==> src/rtl/c64_mem_pkg.sv <==
// Shared types and constants for the C64 core memory-port arbitration.
package c64_mem_pkg;

    typedef enum logic [1:0] {
        IDLE,
        ISSUE,
        WAIT
    } arb_state_t;

    localparam int unsigned PORT_C64   = 0;
    localparam int unsigned PORT_IOCTL = 1;
    localparam int unsigned PORT_DRIVE = 2;
    localparam int unsigned PORT_DMA   = 3;

    // Round-robin successor over ports 1..n_req-1; port 0 is never a round-robin slot.
    function automatic int unsigned rr_advance(input int unsigned winner, input int unsigned n_req);
        return (winner + 1 >= n_req) ? 1 : winner + 1;
    endfunction

endpackage

==> src/rtl/rr_pick.sv <==
// Combinational round-robin selector over ports 1..N_REQ-1, scanning from rr_ptr.
module rr_pick #(
    parameter int unsigned N_REQ = 4,
    parameter int unsigned PW    = 2
) (
    input  logic [N_REQ-1:0] req,
    input  logic [PW-1:0]    rr_ptr,
    output logic             valid,
    output logic [PW-1:0]    index
);

    int unsigned slot;

    always_comb begin
        valid = 1'b0;
        index = '0;
        slot  = 0;
        for (int unsigned k = 0; k < N_REQ - 1; k++) begin
            // Offset by N_REQ-1 so the rr_ptr-1 term cannot underflow.
            slot = ((32'(rr_ptr) + k + N_REQ - 2) % (N_REQ - 1)) + 1;
            if (!valid && req[PW'(slot)]) begin
                valid = 1'b1;
                index = PW'(slot);
            end
        end
    end

endmodule

==> src/rtl/sdram_port_arbiter.sv <==
// Serialises the core's memory requesters onto the single SDRAM controller port.
module sdram_port_arbiter
    import c64_mem_pkg::*;
#(
    parameter int unsigned N_REQ        = 4,
    parameter int unsigned AW           = 25,
    parameter int unsigned DW           = 8,
    parameter int unsigned STARVE_LIMIT = 8,
    parameter int unsigned TIMEOUT      = 63
) (
    input  logic                clk32,
    input  logic                reset,
    input  logic [N_REQ-1:0]    req,
    input  logic [N_REQ-1:0]    we,
    input  logic [N_REQ*AW-1:0] addr,
    input  logic [N_REQ*DW-1:0] din,
    output logic [N_REQ-1:0]    ack,
    output logic [DW-1:0]       dout,
    output logic [N_REQ-1:0]    err,
    output logic                mem_ce,
    output logic                mem_we,
    output logic [AW-1:0]       mem_addr,
    output logic [DW-1:0]       mem_din,
    input  logic [DW-1:0]       mem_dout,
    input  logic                mem_busy,
    input  logic                mem_ready
);

    localparam int unsigned PW = (N_REQ > 1) ? $clog2(N_REQ) : 1;
    localparam int unsigned SW = $clog2(STARVE_LIMIT + 1);
    localparam int unsigned TW = $clog2(TIMEOUT + 1);

    arb_state_t       state, state_nxt;
    logic [PW-1:0]    grant;
    logic [PW-1:0]    rr_ptr;
    logic [SW-1:0]    starve_cnt;
    logic [TW-1:0]    timer;

    logic             rr_valid;
    logic [PW-1:0]    rr_idx;
    logic             others;
    logic             p0_wins;
    logic             pick_valid;
    logic [PW-1:0]    pick_idx;
    logic             do_grant, do_issue, do_done, do_abort;
    logic             ce_nxt;
    logic [N_REQ-1:0] ack_nxt, err_nxt;

    rr_pick #(
        .N_REQ (N_REQ),
        .PW    (PW)
    ) u_rr_pick (
        .req    (req),
        .rr_ptr (rr_ptr),
        .valid  (rr_valid),
        .index  (rr_idx)
    );

    assign others  = |req[N_REQ-1:1];
    assign p0_wins = req[PORT_C64] && ((starve_cnt < SW'(STARVE_LIMIT)) || !others);

    always_comb begin
        pick_valid = 1'b0;
        pick_idx   = '0;
        if (p0_wins) begin
            pick_valid = 1'b1;
            pick_idx   = PW'(PORT_C64);
        end else if (rr_valid) begin
            pick_valid = 1'b1;
            pick_idx   = rr_idx;
        end
    end

    // The ack/err cycle is spent in IDLE without sampling req, so a held req is not re-granted.
    assign do_grant = (state == IDLE) && (ack == '0) && (err == '0) && pick_valid;
    assign do_issue = (state == ISSUE) && !mem_busy;
    assign do_done  = (state == WAIT) && mem_ready;
    assign do_abort = (state == WAIT) && !mem_ready && (timer == TW'(TIMEOUT - 1));

    always_ff @(posedge clk32) begin
        if (reset) state <= IDLE;
        else       state <= state_nxt;
    end

    always_comb begin
        state_nxt = state;
        case (state)
            IDLE:    if (do_grant) state_nxt = ISSUE;
            ISSUE:   if (do_issue) state_nxt = WAIT;
            WAIT:    if (do_done || do_abort) state_nxt = IDLE;
            default: state_nxt = IDLE;
        endcase
    end

    always_comb begin
        ce_nxt  = do_issue;
        ack_nxt = '0;
        err_nxt = '0;
        if (do_done)  ack_nxt[grant] = 1'b1;
        if (do_abort) err_nxt[grant] = 1'b1;
    end

    always_ff @(posedge clk32) begin
        if (reset) begin
            ack        <= '0;
            err        <= '0;
            mem_ce     <= 1'b0;
            mem_we     <= 1'b0;
            mem_addr   <= '0;
            mem_din    <= '0;
            dout       <= '0;
            grant      <= '0;
            rr_ptr     <= PW'(1);
            starve_cnt <= '0;
            timer      <= '0;
        end else begin
            ack    <= ack_nxt;
            err    <= err_nxt;
            mem_ce <= ce_nxt;

            if (do_grant) begin
                grant    <= pick_idx;
                mem_we   <= we[pick_idx];
                mem_addr <= addr[32'(pick_idx) * AW +: AW];
                mem_din  <= din[32'(pick_idx) * DW +: DW];
                if (pick_idx != PW'(PORT_C64))
                    rr_ptr <= PW'(rr_advance(32'(pick_idx), N_REQ));
            end

            if (do_issue)
                timer <= '0;
            else if (state == WAIT)
                timer <= timer + TW'(1);

            if (do_done && !mem_we)
                dout <= mem_dout;

            if (!others)
                starve_cnt <= '0;
            else if (do_grant) begin
                if (pick_idx != PW'(PORT_C64))
                    starve_cnt <= '0;
                else if (starve_cnt < SW'(STARVE_LIMIT))
                    starve_cnt <= starve_cnt + SW'(1);
            end
        end
    end

endmodule

==> config.mk <==
export PLATFORM = sky130hd
export DESIGN_NAME = sdram_port_arbiter
export DESIGN_NICKNAME = d
export VERILOG_FILES = /design/src/rtl/c64_mem_pkg.sv /design/src/rtl/rr_pick.sv /design/src/rtl/sdram_port_arbiter.sv
export SDC_FILE = /design/constraint.sdc
export NUM_CORES = 1
export LEC_CHECK = 0
export BUFFER_PORTS_ARGS = -buffer_cell sky130_fd_sc_hd__buf_4
export CAP_MARGIN = 10
export CELL_PAD_IN_SITES_DETAIL_PLACEMENT = 1
export CELL_PAD_IN_SITES_GLOBAL_PLACEMENT = 2
export CORE_MARGIN = 5
export CORE_UTILIZATION = 26
export DETAILED_ROUTE_END_ITERATION = 16
export GPL_TIMING_DRIVEN = 0
export PLACE_DENSITY = 0.89
export SETUP_SLACK_MARGIN = 0.2
export SLEW_MARGIN = 30
export SYNTH_ARGS = -nofsm -noshare
export SYNTH_HDL_FRONTEND = slang
export SYNTH_SLANG_ARGS = --single-unit
export TNS_END_PERCENT = 5
==> constraint.sdc <==
create_clock -name clk32 -period 8.5 [get_ports clk32]
set_input_delay 0.85 -clock clk32 [delete_from_list [all_inputs] [get_ports clk32]]
set_output_delay 0.85 -clock clk32 [all_outputs]
set_load 0.005 [all_outputs]
==> results by group, run 1 <==
Synthesis
  – Synthesized instance count: 470
  – Synth cell count leaders: nand2_1, dfxtp_1, nor2_1
  – Post-synthesis net count: 632
  – Xor and xnor area share after synthesis: 0.8926%
  – Top-count cell post-synth: nand2_1
  – Area share of the largest cell type after synthesis: 34.17%
  – Leading area contributor after synthesis: dfxtp_1
  – Ys async rst share: 0%
  – Mux cell area share after synthesis: 10.04%
  – Compound-Gate Fraction of Synth Area: 15.97%
  – Sequential cell area fraction in the yosys report: 34.17%
  – Seq cells post-synth: 67
  – Synth unique cells: 47
  – Main combinational cell family by area after synthesis: simple AND/OR/NAND/NOR gates
  – Synthesized cell area: 3925 µm²
  – Synth area leaders: dfxtp_1, nand2_1, mux2i_1, a2111oi_2, and3_1
  – Yosys warns: 0
  – Post-Synth Simple-Gate Area: 30.28%
  – Top_reg_cell synth: dfxtp_1
  – Post-synth EDFFs: 0
  – Post-Synth Adder-Cell Area: 3.188%
  – Mean Syn Cell Area: 8.351 µm²

Status
  – Outcome: finished clean

Global routing
  – Global-route wire length before repair: 23.67 mm
  – Initial antenna violation count: 0
  – Largest net degree at the start of global routing: 13
  – Tot GR Track Use: 16.57%
  – Global route total overflow: 0
  – Number of global-route vias before repair: 4712

Timing
  – Crit path time final: 3192 ps
  – Final clock skew: 6.705 ps
  – Setup ws final: 5308 ps
  – Final Max Tran Viols: 0
  – Worst Tran Pin Value: 749.8 ps
  – Final-report hold violation count: 0
  – RSZ-0062 raised after global routing: false
  – Final setup fails: 0
  – Slew margin rel.: 50.01%
  – Fmax: 0.3133 GHz
  – Period utilization: 37.56%
  – Final TNS setup: 0 ps

Worst hold path
  – WHS Endpoint: timer[5]$_SDFFE_PP0N_
  – Min-Delay Path Depth: 2
  – HP Start: timer[5]$_SDFFE_PP0N_
  – Worst min-delay path class: reg2reg

Power
  – Leak: 2.854 nW
  – PD cells: 290.4 nW/µm²
  – Worst vdd ir: 0.1409 mV

Setup path
  – Critical Path RT: 8720 ps
  – CP Cell Sequence: inv_1 -> ha_1 -> buf_4 -> mux2_1 -> a2bb2oi_2 -> a211o_1 -> o211a_4 -> inv_2 -> buf_2 -> ha_1 -> a21oi_1 -> mux2i_1 -> nor2_1
  – Slowest-stage cell, CP: dfxtp_1
  – Buf+Inv Stages, Crit Path: 4
  – Max incr delay on CP: 350 ps
  – Most common cell type on the critical path: ha_1
  – Startpoint Class: flop
  – Setup Crit Path Kind: reg2reg
  – Setup crit end kind: flop
  – Critical path's top delay family: compound AO/OA/AOI/OAI gates
  – Reg2reg end: starve_cnt[0]$_SDFFE_PP0P_
  – R2R depth: 13
  – Critical Path AT: 3410 ps
  – R2r startpoint: rr_ptr[0]$_SDFFE_PP1P_
  – Crit Path Max Fanout: 12
  – R2R Setup Slk: 5310 ps

Die
  – CORE AREA: 14980 µm²
  – Die area: 17650 µm²
  – Die Wd: 132.9 µm
  – Ports: 203
  – Die height: 132.9 µm
  – Row Count: 45
  – Initial core utilization: 26.21%

Detailed routing
  – Antenna viol nets, final: 0
  – Pre-antenna DRT Iters: 4
  – Final wirelength: 15.02 mm
  – DRC viols: 0
  – Initial DRC Count: 184
  – Avg WL per Cell: 17.16 µm
  – Vias per inst: 4.811
  – Via count: 4210

CTS
  – Clk_lat worst skew: 330 ps
  – Cts bufs inserted: 9
  – Clk sinks: 67
  – CTS Root Cell: clkbuf_16
  – CTS resizes: 0
  – CTS tree: done
  – Hold_buf cts: 0
  – H-Tree Level Count: 3
  – Clock transition at path regs: 60 ps
  – Postcts setup bufs: 0
  – Max Buffers Root-to-Sink: 2

Flow run
  – Max-cap viol count: 0

Placed design
  – Gp weighted congestion: 0.8321
  – Port-buffer cells: 202
  – Setup WS pre-CTS: 5232 ps
  – Dpl hpwl: 12.23 mm

Final layout
  – Fillers: 1781
  – N_diodes: 0
  – Synthesis-to-layout area growth: 52.12%
  – Share of layout cells above drive strength 1: 38.57%
  – NumNets Final: 845
-- logic make-up (layout without fill, tap and decap cells) --
family,count (synthesis),after routing
DFF,67,67
adders and majority gates,10,10
AOI/OAI and AO/OA,61,61
muxes,38,38
buffers and inverters,41,258
and+or+nand+nor,249,249
xor gates and xnor gates,4,4
-- flip-flops by register name, indices dropped and copies added (netlist names), 2 cells and up --
name / flops
grant: 2
err: 4
state: 2
timer: 6
starve_cnt: 4
ack: 4
dout: 8
rr_ptr: 2
mem_addr: 25
mem_din: 8
-- report_power, final --
group          internal (mW)  switching (mW)
clock network          0.233           0.137
logic                  0.421           0.486
registers              0.400          0.0566
-- through the flow --
stage	utilization (%)	hold WS [ps]	std cells	instance area (µm²)	total power, mW
floorplan	-	453.7	470	3925	1.026
global placement	37.90	466.6	860	5677	1.354
detailed placement	37.90	481.7	860	5677	1.386
CTS	39.87	493.9	875	5971	1.764
global route	39.87	522.6	875	5971	1.859
finish	39.87	489.9	875	5971	1.734
-- final cells by class --
cell class,count,area (µm²),area share (%)
multi-input combinational,362,2370,39.69
timing repair buffer,202,1516,25.40
sequential,67,1341,22.46
clock buffer,11,242.7,4.065
tap,188,235.2,3.940
buffer,32,180.2,3.018
clock inverter,4,51.30,0.8592
inverter,9,33.78,0.5658
-- layer usage --
layer | track usage (%) | vias to the layer above | routed length [µm]
met5 | 0 | - | 0
met4 | 5.543 | 0 | 374
met3 | 4.715 | 25 | 995
met2 | 29.18 | 136 | 7491
met1 | 19.24 | 1975 | 6157
li1 | - | 2074 | -
-- cells in the final DEF, fill, tap and decap left out, types with 6 or more instances in the layout --
cell type,instances
clkbuf_16,9
buf_2,9
nor3_1,7
a21oi_1,6
nand2_1,102
and3_1,48
buf_4,203
nand3b_1,14
nor2_1,50
inv_1,7
clkbuf_1,14
o31ai_1,14
a2111oi_2,21
nand2b_1,7
mux2i_1,36
dfxtp_1,67
ha_1,10
buf_6,6
-- worst min-delay path, cell delays in order, from the launching register on --
cell     delay, ps
dfxtp_1        310
o21ai_0         70
a21oi_1         60
-- worst max path at each step --
stage	from	slack, ps	end	cells after the start
finish	rr_ptr[0]$_SDFFE_PP1P_	5310	starve_cnt[0]$_SDFFE_PP0P_	13
global route	rr_ptr[0]$_SDFFE_PP1P_	5120	starve_cnt[0]$_SDFFE_PP0P_	13
CTS	rr_ptr[0]$_SDFFE_PP1P_	5290	starve_cnt[0]$_SDFFE_PP0P_	13
detailed placement	req[0]	5230	starve_cnt[0]$_SDFFE_PP0P_	11
global placement	req[2]	5350	rr_ptr[0]$_SDFFE_PP1P_	11
floorplan	rr_ptr[0]$_SDFFE_PP1P_	5760	rr_ptr[0]$_SDFFE_PP1P_	13
(Power assumes the default switching activity.)
==> run 2: changes to the inputs <==
- CORE_UTILIZATION: 26 -> 22
- PLACE_DENSITY: 0.89 -> 0.8
- clock period: 8.5 -> 2.83 ns (I/O delays scaled with it)
==> run 2 against run 1 <==
Final area rose by 5.8%. Non-clock buffer count rose by 12. Combinational power rose to 3.5 times the previous value. Count of clock-buffer cells in the layout rose by 2. Global-route usage fell by 1.0 points. Register-to-register slack got worse by 5100 ps. Via count rose by 2.7%. Sequential share of layout area fell by 1.2 points. Utilization fell by 3.6 points. Total power rose to 3.3 times the previous value. Sequential cell count did not move. Routed wire length rose by 8.4%.
==> results by group, run 2 (same netlist as run 1, synthesis figures left out) <==
CTS
  – Clk_lat worst skew: 330 ps (about the same)
  – Clk sinks: 67 (unchanged)
  – CTS tree: done
  – Cts bufs inserted: 9 (unchanged)
  – Clock transition at path regs: 60 ps (about the same)
  – Max Buffers Root-to-Sink: 2 (unchanged)
  – Hold_buf cts: 0 (unchanged)
  – H-Tree Level Count: 3 (unchanged)
  – CTS Root Cell: clkbuf_16

Die
  – CORE AREA: 17420 µm² (+16%)
  – Row Count: 48 (+6.7%)
  – Ports: 203 (unchanged)
  – Die area: 20610 µm² (+17%)
  – Die height: 143.6 µm (+8.1%)
  – Die Wd: 143.6 µm (+8.1%)
  – Initial core utilization: 22.54% (-3.7 points)

Detailed routing
  – Initial DRC Count: 99 (-46%)
  – Pre-antenna DRT Iters: 4 (unchanged)
  – Final wirelength: 16.27 mm (+8.4%)
  – Via count: 4322 (+2.7%)
  – Avg WL per Cell: 17.61 µm (+2.6%)
  – DRC viols: 0 (unchanged)
  – Vias per inst: 4.677 (-2.8%)
  – Antenna viol nets, final: 0 (unchanged)

Placed design
  – Setup WS pre-CTS: -203.2 ps (-5435 ps)
  – Dpl hpwl: 12.90 mm (+5.5%)
  – Dpl cells: 897 (+4.3%)
  – Gp weighted congestion: 0.8197 (-1.5%)
  – Placement Cell Area: 5743 µm² (+1.2%)
  – Port-buffer cells: 202 (unchanged)

Final layout
  – Top Registers: mem_addr x25, dout x8, mem_din x8
  – N_diodes: 0 (unchanged)
  – Max FFs per register: 25 (unchanged)
  – Share of layout cells above drive strength 1: 42.35% (+3.8 points)
  – Most frequent cells in the layout: buf_4, nand2_1, dfxtp_1
  – Non-Filler Instances: 924 (+5.6%)
  – Top reg by flops: mem_addr
  – Final instance area: 6320 µm² (+5.8%)
  – NumNets Final: 857 (+1.4%)
  – Fillers: 2083 (+17%)
  – Commonest non-fill, non-tap cell in the layout: buf_4
  – Util after Layout: 36.29% (-3.6 points)
  – Synthesis-to-layout area growth: 61.01%

Setup path
  – Critical Path AT: 2850 ps (-560 ps)
  – R2R Setup Slk: 200 ps (-5100 ps)
  – Reg2reg end: starve_cnt[0]$_SDFFE_PP0P_
  – R2R depth: 13 (unchanged)
  – Startpoint Class: flop
  – Setup crit end kind: flop
  – Crit Path Max Fanout: 8 (-4)
  – Setup Crit Path Kind: reg2reg
  – Critical Path RT: 3050 ps (-5670 ps)
  – R2r startpoint: rr_ptr[0]$_SDFFE_PP1P_

Worst hold path
  – HP Start: mem_dout[1]
  – Min-Delay Path Depth: 3 (+1)
  – WHS Endpoint: dout[1]$_SDFFE_PP0P_
  – Worst min-delay path class: in2reg

Timing
  – Final setup fails: 0 (unchanged)
  – Setup ws final: 202.8 ps (-5105 ps)
  – WHS: 190.0 ps (-299.9 ps)
  – Period utilization: 92.83% (+55 points)
  – Final clock skew: 4.964 ps (-1.741 ps)
  – Final TNS setup: 0 ps (unchanged)
  – Slew margin rel.: 42.07% (-7.9 points)
  – RSZ-0062 raised after global routing: true
  – Worst Tran Pin Value: 869.0 ps (+119.1 ps)
  – Fmax: 0.3806 GHz (+22%)
  – Final Max Tran Viols: 0 (unchanged)
  – Final-report hold violation count: 0 (unchanged)
  – Crit path time final: 2627 ps (-565.0 ps)

Status
  – Outcome: finished clean

Global routing
  – Number of global-route vias before repair: 4793 (+1.7%)
  – Initial antenna violation count: 0 (unchanged)
  – Global route total overflow: 0 (unchanged)
  – Global-route wire length before repair: 25.08 mm (+5.9%)
  – Tot GR Track Use: 15.55% (-1.0 points)
  – Largest net degree at the start of global routing: 13 (unchanged)

Power
  – Total power: 5.785 mW (+230%)
  – Leak: 2.975 nW (+4.2%)
  – PD cells: 915.3 nW/µm² (+220%)
  – Worst vdd ir: 0.3476 mV (+150%)

Flow run
  – Max-cap viol count: 0 (unchanged)
## run 2: metal layers
layer,track usage (%),vias to the layer above,part of all wire [%]
met5,0,-,0
met4,4.708,0,1.8
met3,4.260,18,7.1
met2,26.21,140,49
met1,19.39,2056,42
li1,-,2108,-
## run 2: worst max path at each step
| stage | from | end | slack, ps | depth (start not counted) |
|---|---|---|---|---|
| floorplan | rr_ptr[0]$_SDFFE_PP1P_ | rr_ptr[0]$_SDFFE_PP1P_ | 200 | 13 |
| global placement | rr_ptr[0]$_SDFFE_PP1P_ | starve_cnt[2]$_SDFFE_PP0P_ | -80 | 13 |
| detailed placement | rr_ptr[0]$_SDFFE_PP1P_ | starve_cnt[2]$_SDFFE_PP0P_ | -200 | 13 |
| CTS | rr_ptr[0]$_SDFFE_PP1P_ | starve_cnt[0]$_SDFFE_PP0P_ | 190 | 13 |
| global route | rr_ptr[0]$_SDFFE_PP1P_ | starve_cnt[0]$_SDFFE_PP0P_ | 130 | 13 |
| finish | rr_ptr[0]$_SDFFE_PP1P_ | starve_cnt[0]$_SDFFE_PP0P_ | 200 | 13 |
## run 2: critical path, stage by stage (launching register included)
cell,delay [ps]
dfxtp_4,370
inv_4,50
ha_4,260
buf_8,120
mux2_4,310
a2bb2oi_4,170
a211o_1,220
o211a_4,210
inv_6,50
buf_12,130
ha_4,180
a21oi_4,160
mux2i_1,220
nor2_1,60
## run 2: layout make-up
cell class / instances / area, µm² / area share (%)
well taps: 225 / 281.5 / 4.455
inverters: 9 / 41.29 / 0.6533
repair buffers: 214 / 1619 / 25.62
clock inverters: 2 / 60.06 / 0.9503
clock buffers: 13 / 250.2 / 3.960
multi-input cells: 362 / 2475 / 39.16
plain buffers: 32 / 246.5 / 3.900
flip-flops and latches: 67 / 1346 / 21.30
## run 2: where the power goes
group          internal [mW]  switching, mW
Clock                  0.792          0.410
Combinational           1.57           1.64
Sequential              1.21          0.172
## run 2: repair_timing
| item | in CTS | in global routing |
|---|---|---|
| setup endpoints to repair | 43 | 40 |
| setup buffers | 7 | 5 |
| gates resized for setup | 32 | 17 |
| pin swaps | 7 | 9 |
